## config.mk

```make
export PLATFORM = sky130hd
export DESIGN_NAME = ahb_sram_ctrl
export DESIGN_NICKNAME = d
export VERILOG_FILES = /design/src/rtl/ahb_sram_ctrl.sv
export SDC_FILE = /design/constraint.sdc
export NUM_CORES = 1
export LEC_CHECK = 0
export BUFFER_PORTS_ARGS = -buffer_cell sky130_fd_sc_hd__buf_2
export CAP_MARGIN = 10
export CORE_AREA = 2 2 74 76
export CTS_CLUSTER_SIZE = 20
export DETAILED_ROUTE_END_ITERATION = 10
export DIE_AREA = 0 0 76 78
export PLACE_DENSITY = 0.75
export SYNTH_ARGS = -nofsm -noshare
export SYNTH_HDL_FRONTEND = slang
export SYNTH_SLANG_ARGS = --single-unit
```

## constraint.sdc

```tcl
create_clock -name HCLK -period 7.2 [get_ports HCLK]
set_input_delay 1.44 -clock HCLK [delete_from_list [all_inputs] [get_ports HCLK]]
set_output_delay 1.44 -clock HCLK [all_outputs]
set_load 0.05 [all_outputs]
```

## src/rtl/ahb_sram_ctrl.sv

```systemverilog
// AHB-Lite slave in front of a 1W/1R SRAM macro: zero-wait word access,
// byte/half writes merged through the read port, 1-cycle RAW stall, 2-cycle ERROR.
// Ports: AHB-Lite slave (HCLK, HRESET, HSEL, HADDR, HTRANS, HWRITE, HSIZE,
//   HWDATA, HREADY -> HREADYOUT, HRESP, HRDATA); SRAM write port (sram_csb0,
//   sram_addr0, sram_din0) and read port (sram_csb1, sram_addr1, sram_dout1).
module ahb_sram_ctrl #(
  parameter int ADDR_WIDTH = 8,
  parameter int DATA_WIDTH = 32
) (
  input  logic                  HCLK,
  input  logic                  HRESET,
  input  logic                  HSEL,
  input  logic [31:0]           HADDR,
  input  logic [1:0]            HTRANS,
  input  logic                  HWRITE,
  input  logic [2:0]            HSIZE,
  input  logic [DATA_WIDTH-1:0] HWDATA,
  input  logic                  HREADY,
  output logic                  HREADYOUT,
  output logic                  HRESP,
  output logic [DATA_WIDTH-1:0] HRDATA,
  output logic                  sram_csb0,
  output logic [ADDR_WIDTH-1:0] sram_addr0,
  output logic [DATA_WIDTH-1:0] sram_din0,
  output logic                  sram_csb1,
  output logic [ADDR_WIDTH-1:0] sram_addr1,
  input  logic [DATA_WIDTH-1:0] sram_dout1
);

  localparam logic [2:0] S_IDLE = 3'd0;
  localparam logic [2:0] S_RD   = 3'd1;
  localparam logic [2:0] S_WR   = 3'd2;
  localparam logic [2:0] S_HAZ  = 3'd3;
  localparam logic [2:0] S_ERR1 = 3'd4;
  localparam logic [2:0] S_ERR2 = 3'd5;

  logic [2:0]            state_q, state_d;
  logic                  wr_q, wr_d;
  logic [ADDR_WIDTH-1:0] idx_q, idx_d;
  logic [3:0]            mask_q, mask_d;
  logic                  sub_q, sub_d;

  logic                  req, valid, illegal, a_sub, a_rd, hazard;
  logic [ADDR_WIDTH-1:0] a_idx;
  logic [3:0]            a_mask;
  logic                  unused_bits;

  assign unused_bits = ^{HADDR[31:ADDR_WIDTH+2], HTRANS[0]};

  // req ignores HREADY so the stall decision does not loop through it
  assign req     = HSEL & HTRANS[1];
  assign valid   = req & HREADY;
  assign illegal = (HSIZE > 3'd2)
                 | ((HSIZE == 3'd1) & HADDR[0])
                 | ((HSIZE == 3'd2) & (HADDR[1:0] != 2'b00));
  assign a_idx   = HADDR[ADDR_WIDTH+1:2];
  assign a_sub   = (HSIZE != 3'd2);
  assign a_rd    = req & ~illegal & (~HWRITE | a_sub);
  assign hazard  = ~HRESET & (state_q == S_WR) & a_rd & (a_idx == idx_q);

  always_comb begin
    a_mask = 4'b1111;
    unique case (1'b1)
      (HSIZE == 3'd0): a_mask = 4'b0001 << HADDR[1:0];
      (HSIZE == 3'd1): a_mask = HADDR[1] ? 4'b1100 : 4'b0011;
      default:         a_mask = 4'b1111;
    endcase
  end

  always_comb begin
    state_d = S_IDLE;
    wr_d    = wr_q;
    idx_d   = idx_q;
    mask_d  = mask_q;
    sub_d   = sub_q;
    if (hazard || valid) begin
      wr_d   = HWRITE;
      idx_d  = a_idx;
      mask_d = a_mask;
      sub_d  = a_sub;
    end
    unique case (1'b1)
      hazard:              state_d = S_HAZ;
      (state_q == S_ERR1): state_d = S_ERR2;
      valid:               state_d = illegal ? S_ERR1
                                   : HWRITE  ? S_WR : S_RD;
      default:             state_d = S_IDLE;
    endcase
  end

  always_ff @(posedge HCLK) begin
    if (HRESET) begin
      state_q <= S_IDLE;
      wr_q    <= 1'b0;
      idx_q   <= '0;
      mask_q  <= '0;
      sub_q   <= 1'b0;
    end else begin
      state_q <= state_d;
      wr_q    <= wr_d;
      idx_q   <= idx_d;
      mask_q  <= mask_d;
      sub_q   <= sub_d;
    end
  end

  assign HREADYOUT = HRESET | ~((state_q == S_ERR1) | hazard);
  assign HRESP     = ~HRESET & ((state_q == S_ERR1) | (state_q == S_ERR2));
  assign HRDATA    = (~HRESET & (state_q == S_RD)) ? sram_dout1 : '0;

  assign sram_csb0  = HRESET | (state_q != S_WR);
  assign sram_addr0 = idx_q;

  // unmasked lanes keep the word fetched during the address phase
  for (genvar n = 0; n < 4; n++) begin : g_lane
    assign sram_din0[8*n +: 8] = mask_q[n] ? HWDATA[8*n +: 8]
                                           : sram_dout1[8*n +: 8];
  end

  always_comb begin
    sram_csb1  = 1'b1;
    sram_addr1 = a_idx;
    if (!HRESET) begin
      if (state_q == S_HAZ) begin
        // re-issue the read that was blocked by the write
        sram_csb1  = wr_q & ~sub_q;
        sram_addr1 = idx_q;
      end else if (valid && a_rd && !hazard) begin
        sram_csb1 = 1'b0;
      end
    end
  end

endmodule

```

==> results.md, run 1 <==
## Global route
* 1,907 — via count of the first global-routing pass
* 33 — maximum number of pins on one net before global-route repair
* 18.7% — aggregate global-route resource usage
* 0 — global route total overflow
* 9.19 mm — wire length of the first global-routing pass
* 8 — antenna violations before repair

## Worst setup path
* 5.76 ns — required time at the worst-slack endpoint
* sky130_fd_sc_hd__nor4_4 — Worst path slowest cell
* HRESET — Worst Setup SP
* in2out — Crit Path Class
* sky130_fd_sc_hd__buf_2 — Critical Path Most Common Cell
* 0.73 ns — worst stage delay on the critical path
* 23 — top fanout value on the critical path
* input pin — type of element launching the critical path
* simple AND/OR/NAND/NOR gates — delay-heaviest family, CP
* 4.02 ns — Arrival @ worst endpoint
* 7 — number of cells on the critical path
* 2 — count of buffer and inverter cells on the critical path
* output port — Critical Path End Type
* 5 — worst reg2reg path depth
* 4.62 ns — internal reg-to-reg setup slack
* buf_2 -> or4b_4 -> or3_4 -> nor4_4 -> nor2_1 -> or2_2 -> buf_2 — CP Cell Sequence
* sub_q — Reg2Reg Capture Point
* state_q[2] — startpoint of the worst-slack reg-to-reg timing path

## STA
* 0 — final-report setup violation count
* 0 ns — accumulated negative setup slack
* 47.9% — worst max-slew margin expressed relative to the limit
* 75.8% — final clock period utilization by the worst path
* 0 — final-report max-slew violation count
* 0.776 ns — actual slew at the worst max-slew pin
* 5.46 ns — final critical path time including I/O delays and setup
* 0 — Final Hold Viols
* 0.00151 ns — Clock Skew
* no — RSZ-0062 raised after global routing
* 0.183 GHz — FMAX

## Finish
* 62.1% — fraction of layout cells with a size suffix above 1
* 496 — FILL cells
* 458 — fin nets
* sky130_fd_sc_hd__buf_2, sky130_fd_sc_hd__mux2_2, sky130_fd_sc_hd__and2_1 — most frequent cells in the layout
* 56.7% — area growth from synthesis to layout
* sky130_fd_sc_hd__buf_2 — leading cell type in the layout, fill and taps excluded
* 428 — Final Instance Count excl. Fillers

## Job
* 0 — max-cap viol count

## CTS
* 0 — number of instances resized during post-cts repair
* sky130_fd_sc_hd__clkbuf_8 — Clock Root Buffer
* 0.24 ns — clk_lat worst skew
* 0.06 ns — Worst-path clk slew
* 0 — number of buffers added for setup after CTS
* 0 — total of hold buffers inserted after clock tree synthesis
* 1 — H-Tree Depth
* yes — CTS tree
* 3 — total CTS buffers
* 17 — clock tree sinks
* 2 — clk buf depth

## Floorplan
* 78 µm — Die Y
* 26 — number of rows created at floorplan
* 0.00593 mm² — area of the die
* 76 µm — die span in x
* 0.00504 mm² — core area
* 32.1% — effective utilization at floorplan
* 190 — Top-Level Pins

## Hold path
* reg2reg — Min-Delay Path Class
* wr_q — beginning of the worst hold path
* wr_q — worst min-delay path endpoint
* 2 — Hold Path Cell Cnt

## Logic synthesis
* 301 — net count after synthesis
* 8.30 µm² — Mean Syn Cell Area
* sky130_fd_sc_hd__mux2_2, sky130_fd_sc_hd__dfxtp_1, sky130_fd_sc_hd__and2_1 — synth top area cells
* 17 — number of flip-flops and latches in the synthesized netlist
* 33 — count of different cell masters after synthesis
* 0.00162 mm² — Post-Syn Area
* 21.0% — register area share after synthesis
* 0 — Ys Warns
* 195 — Cells after Synth
* sky130_fd_sc_hd__mux2_2 — post-synthesis cell type with the largest combined area
* 27.8% — proportion of netlist area held by the largest area contributor

## Routing
* 46 — first-iteration detailed-routing DRC count
* 2,026 — via count
* 4.73 — via-per-instance ratio
* 5.79 mm — final routed wirelength across all metal layers
* 0 — Residual DRC
* 4 — total iterations of the first detailed-routing run
* 13.5 µm — routed length per placed instance
* 0 — antenna viol nets, final

## Pwr
* 0.134 mV — Worst IR Drop VDD
* 130 mW/mm² — total power divided by cell area
* 1.27 nW — Leak Pwr

## Place
* 417 — total instance count after detailed placement
* 4.90 mm — detailed-placement wirelength estimate
* 0.809 — GPL Wtd Cong
* 166 — number of port buffers

## Status
* finished, final reports clean — outcome

[cell usage after synthesis]
| library cell | number |
|---|---|
| sky130_fd_sc_hd__nor4b_1 | 1 |
| sky130_fd_sc_hd__nor4_4 | 1 |
| sky130_fd_sc_hd__nor2_1 | 8 |
| sky130_fd_sc_hd__nand3_1 | 10 |
| sky130_fd_sc_hd__a21oi_2 | 1 |
| sky130_fd_sc_hd__clkbuf_1 | 9 |
| sky130_fd_sc_hd__inv_1 | 2 |
| sky130_fd_sc_hd__or2_2 | 1 |
| sky130_fd_sc_hd__or3_4 | 1 |
| sky130_fd_sc_hd__mux2_2 | 40 |
| sky130_fd_sc_hd__or2b_1 | 1 |
| sky130_fd_sc_hd__nor2b_1 | 1 |
| sky130_fd_sc_hd__a311oi_1 | 3 |
| sky130_fd_sc_hd__and3_1 | 1 |
| sky130_fd_sc_hd__and2_1 | 32 |
| sky130_fd_sc_hd__dfxtp_1 | 17 |
| sky130_fd_sc_hd__nor4_1 | 2 |
| sky130_fd_sc_hd__nand2_1 | 3 |
| sky130_fd_sc_hd__nand2b_1 | 1 |
| sky130_fd_sc_hd__o21ai_0 | 16 |
| sky130_fd_sc_hd__xor2_1 | 2 |
| sky130_fd_sc_hd__nor3_1 | 9 |
| sky130_fd_sc_hd__buf_4 | 3 |
| sky130_fd_sc_hd__xnor2_1 | 6 |
| sky130_fd_sc_hd__or4_4 | 1 |
| sky130_fd_sc_hd__buf_2 | 2 |
| sky130_fd_sc_hd__and4bb_2 | 1 |
| sky130_fd_sc_hd__or4b_4 | 1 |
| sky130_fd_sc_hd__buf_6 | 1 |
| sky130_fd_sc_hd__or3_1 | 1 |
| sky130_fd_sc_hd__a21oi_1 | 15 |
| sky130_fd_sc_hd__nand4_1 | 1 |
| sky130_fd_sc_hd__o2111ai_1 | 1 |
[logic make-up (layout without fill, tap and decap cells)]
kind of cell	Yosys count	count (layout)	synth area share (%)
compound gates	36	36	12.3
other cells	0	7	0
mux	40	40	27.8
xor+xnor	8	8	4.33
simple gates	77	77	29.2
flops	17	17	21.0
buf+inv	17	173	5.26
[registers in the layout (all words and copies together) (netlist names)]
| name | count |
|---|---|
| sram_addr0 | 8 |
| mask_q | 4 |
| state_q | 3 |
| sub_q | 1 |
| wr_q | 1 |
[through the flow]
stage | area, µm² | hold WS (ns) | util (%) | setup slack, ns | power (W)
floorplan | 1620 | 0.444 | - | 2.23 | 0.000215
global route | 2530 | 0.506 | 50.1 | 1.60 | 0.000346
detailed placement | 2470 | 0.459 | 49.0 | 1.75 | 0.000262
CTS | 2520 | 0.467 | 49.9 | 1.73 | 0.000332
global placement | 2470 | 0.451 | 49.0 | 1.75 | 0.000260
finish | 2530 | 0.464 | 50.3 | 1.74 | 0.000329
[where the power goes]
part	internal [W]	switching (W)
sequential	0.0000977	0.00000595
clock	0.0000392	0.0000309
combinational	0.0000514	0.000104
total	0.000188	0.000141
[worst max-delay path by stage]
stage / to
6_report: HREADYOUT
5_1_grt: HREADYOUT
4_1_cts: HREADYOUT
3_5_place_dp: HREADYOUT
3_3_place_gp: HREADYOUT
2_1_floorplan: sram_csb1
[worst reg2reg max path: cells and delay by family, from the launching register on]
| family | cells | cell delay [ns] |
|---|---|---|
| and+or+nand+nor | 4 | 1.85 |
| DFF | 1 | 0.34 |
| AOI/OAI and AO/OA | 1 | 0.29 |
[per-layer routing]
layer  up-vias  track usage, %  part of all wire [%]
met3         4            9.88                    13
met2       106            33.0                    47
li1       1030               -                     -
met1       884            20.8                    40
met4         2            1.82                  0.14
met5         -               0                  0.22
[cell type report]
| cell class | instances | area [µm²] | share of cell area (%) |
|---|---|---|---|
| Antenna cell | 7 | 17.5 | 0.691 |
| Clock buffer | 4 | 45.0 | 1.78 |
| Inverter | 2 | 7.51 | 0.296 |
| Multi-Input combinational cell | 161 | 1200 | 47.3 |
| Sequential cell | 17 | 340 | 13.4 |
| Tap cell | 70 | 87.6 | 3.46 |
| Timing Repair Buffer | 167 | 838 | 33.1 |
Power figures use the tool's default switching activity.
==> inputs of run 2 (changes only) <==
--- a/config.mk
+++ b/config.mk
@@ -7,10 +7,9 @@
 export LEC_CHECK = 0
 export BUFFER_PORTS_ARGS = -buffer_cell sky130_fd_sc_hd__buf_2
 export CAP_MARGIN = 10
-export CORE_AREA = 2 2 74 76
+export CORE_UTILIZATION = 30
 export CTS_CLUSTER_SIZE = 20
 export DETAILED_ROUTE_END_ITERATION = 10
-export DIE_AREA = 0 0 76 78
 export PLACE_DENSITY = 0.75
 export SYNTH_ARGS = -nofsm -noshare
 export SYNTH_HDL_FRONTEND = slang
==> constraint.sdc (replaced) <==
create_clock -name HCLK -period 4.45 [get_ports HCLK]
set_input_delay 0.89 -clock HCLK [delete_from_list [all_inputs] [get_ports HCLK]]
set_output_delay 0.89 -clock HCLK [all_outputs]
set_load 0.05 [all_outputs]
==> run 2 against run 1 <==
- cell area fell by 0.39%
- power rose by 64%
- via count fell by 0.74%
- setup slack got worse by 1.2 ns
- first-iteration DRC count fell by 24%
- clock-buffer cell count did not move
- clock power rose by 73%
- non-clock buffer count rose by 1
- clock skew barely moved
- cell count fell by 1.4%
- largest cell class unchanged
- largest power group unchanged
==> results.md, run 2 (same netlist as run 1, synthesis figures left out) <==
## Routing
* 0 — Residual DRC
* 14.0 µm — routed length per placed instance
* 0 — antenna viol nets, final
* 35 — first-iteration detailed-routing DRC count
* 4.77 — via-per-instance ratio
* 4 — total iterations of the first detailed-routing run
* 2,011 — via count
* 5.90 mm — final routed wirelength across all metal layers

## Worst setup path
* 3.56 ns — required time at the worst-slack endpoint
* 3.02 ns — Arrival @ worst endpoint
* 5 — worst reg2reg path depth
* buf_2 -> or4b_4 -> or3_4 -> nor4_4 -> nor2_1 -> or2_2 -> buf_2 — CP Cell Sequence
* mask_q[3] — Reg2Reg Capture Point
* input pin — type of element launching the critical path
* 2.06 ns — internal reg-to-reg setup slack
* 23 — top fanout value on the critical path
* output port — Critical Path End Type
* simple AND/OR/NAND/NOR gates — delay-heaviest family, CP
* 7 — number of cells on the critical path
* state_q[1] — startpoint of the worst-slack reg-to-reg timing path
* in2out — Crit Path Class
* sky130_fd_sc_hd__buf_2 — Critical Path Most Common Cell
* sky130_fd_sc_hd__or4b_4 — Worst path slowest cell
* 0.58 ns — worst stage delay on the critical path
* 2 — count of buffer and inverter cells on the critical path

## Finish
* 56.1% — area growth from synthesis to layout
* 551 — FILL cells
* 49.1% — Final Util
* 0 — ANT cells
* 8 — number of flip-flops under the largest register name
* sky130_fd_sc_hd__buf_2, sky130_fd_sc_hd__mux2_2, sky130_fd_sc_hd__and2_1 — most frequent cells in the layout
* 459 — fin nets
* sky130_fd_sc_hd__buf_2 — leading cell type in the layout, fill and taps excluded
* 62.2% — fraction of layout cells with a size suffix above 1

## STA
* 0.256 GHz — FMAX
* 0 — Final Hold Viols
* 0 — final-report max-slew violation count
* 87.8% — final clock period utilization by the worst path
* 0.544 ns — Final Worst Setup Slack
* 61.9% — worst max-slew margin expressed relative to the limit
* 3.91 ns — final critical path time including I/O delays and setup
* 0.00165 ns — Clock Skew
* 0.570 ns — actual slew at the worst max-slew pin
* no — RSZ-0062 raised after global routing
* 0 — final-report setup violation count
* 0 ns — accumulated negative setup slack

## Global route
* 0 — global route total overflow
* 19.1% — aggregate global-route resource usage
* 33 — maximum number of pins on one net before global-route repair
* 0 — antenna violations before repair
* 1,694 — via count of the first global-routing pass
* 8.11 mm — wire length of the first global-routing pass

## Place
* 0.737 — GPL Wtd Cong
* 0.560 ns — pre-CTS setup slack
* 166 — number of port buffers
* 4.89 mm — detailed-placement wirelength estimate

## Pwr
* 214 mW/mm² — total power divided by cell area
* 0.163 mV — Worst IR Drop VDD
* 1.27 nW — Leak Pwr

## Job
* 0 — max-cap viol count

## Hold path
* 2 — Hold Path Cell Cnt
* wr_q — worst min-delay path endpoint
* wr_q — beginning of the worst hold path
* reg2reg — Min-Delay Path Class

## CTS
* 0 — total of hold buffers inserted after clock tree synthesis
* yes — CTS tree
* 0 — number of buffers added for setup after CTS
* 3 — total CTS buffers
* 0 — number of instances resized during post-cts repair
* 0.26 ns — clk_lat worst skew
* 17 — clock tree sinks
* 1 — H-Tree Depth
* sky130_fd_sc_hd__clkbuf_8 — Clock Root Buffer
* 0.07 ns — Worst-path clk slew
* 2 — clk buf depth

## Floorplan
* 190 — Top-Level Pins
* 75.4 µm — Die Y
* 0.00514 mm² — core area
* 75.4 µm — die span in x
* 0.00569 mm² — area of the die
* 26 — number of rows created at floorplan
* 31.5% — effective utilization at floorplan

## Status
* finished, final reports clean — outcome

[run 2: cell types whose count changed in the layout (fill, tap and decap cells not counted), sizes merged]
cell / previous run / this run
diode: 7 / 0
buf: 167 / 168
[run 2: through the flow]
stage	hold WS [ns]	total power [W]	cells	area (µm²)
after detailed placement	0.459	0.000424	418	2480
after global placement	0.450	0.000420	418	2480
after floorplan	0.444	0.000348	195	1620
after CTS	0.466	0.000541	422	2520
after global routing	0.505	0.000561	422	2520
final	0.464	0.000540	422	2520
[run 2: how the worst max path moves through the flow]
stage                 from        end
floorplan           HRESET  sram_csb1
global placement    HRESET  HREADYOUT
CTS                 HRESET  HREADYOUT
detailed placement  HRESET  HREADYOUT
finish              HRESET  HREADYOUT
global route        HRESET  HREADYOUT
[run 2: worst min-delay path, cell delays in order (launching register included)]
cell and delay, ns:
sky130_fd_sc_hd__dfxtp_1 0.31, sky130_fd_sc_hd__nand3_1 0.06, sky130_fd_sc_hd__a21oi_1 0.05
[run 2: layout make-up]
cell class	count	area, µm²	area share, %
Multi-Input combinational cell	161	1200	47.5
Sequential cell	17	340	13.5
Clock buffer	4	45.0	1.78
Inverter	2	7.51	0.297
Timing Repair Buffer	168	846	33.5
Tap cell	70	87.6	3.47
[run 2: layer usage]
metal	vias up	global-route usage, %	wire length (µm)
li1	1015	-	-
met1	897	20.2	2220
met2	94	39.5	3240
met3	5	2.25	378
met4	0	4.53	61
met5	-	0	0
[run 2: where the power goes]
group	switching [W]	total, W	internal [W]
clock network	0.0000570	0.000121	0.0000638
logic	0.000169	0.000252	0.0000831
registers	0.00000985	0.000168	0.000158
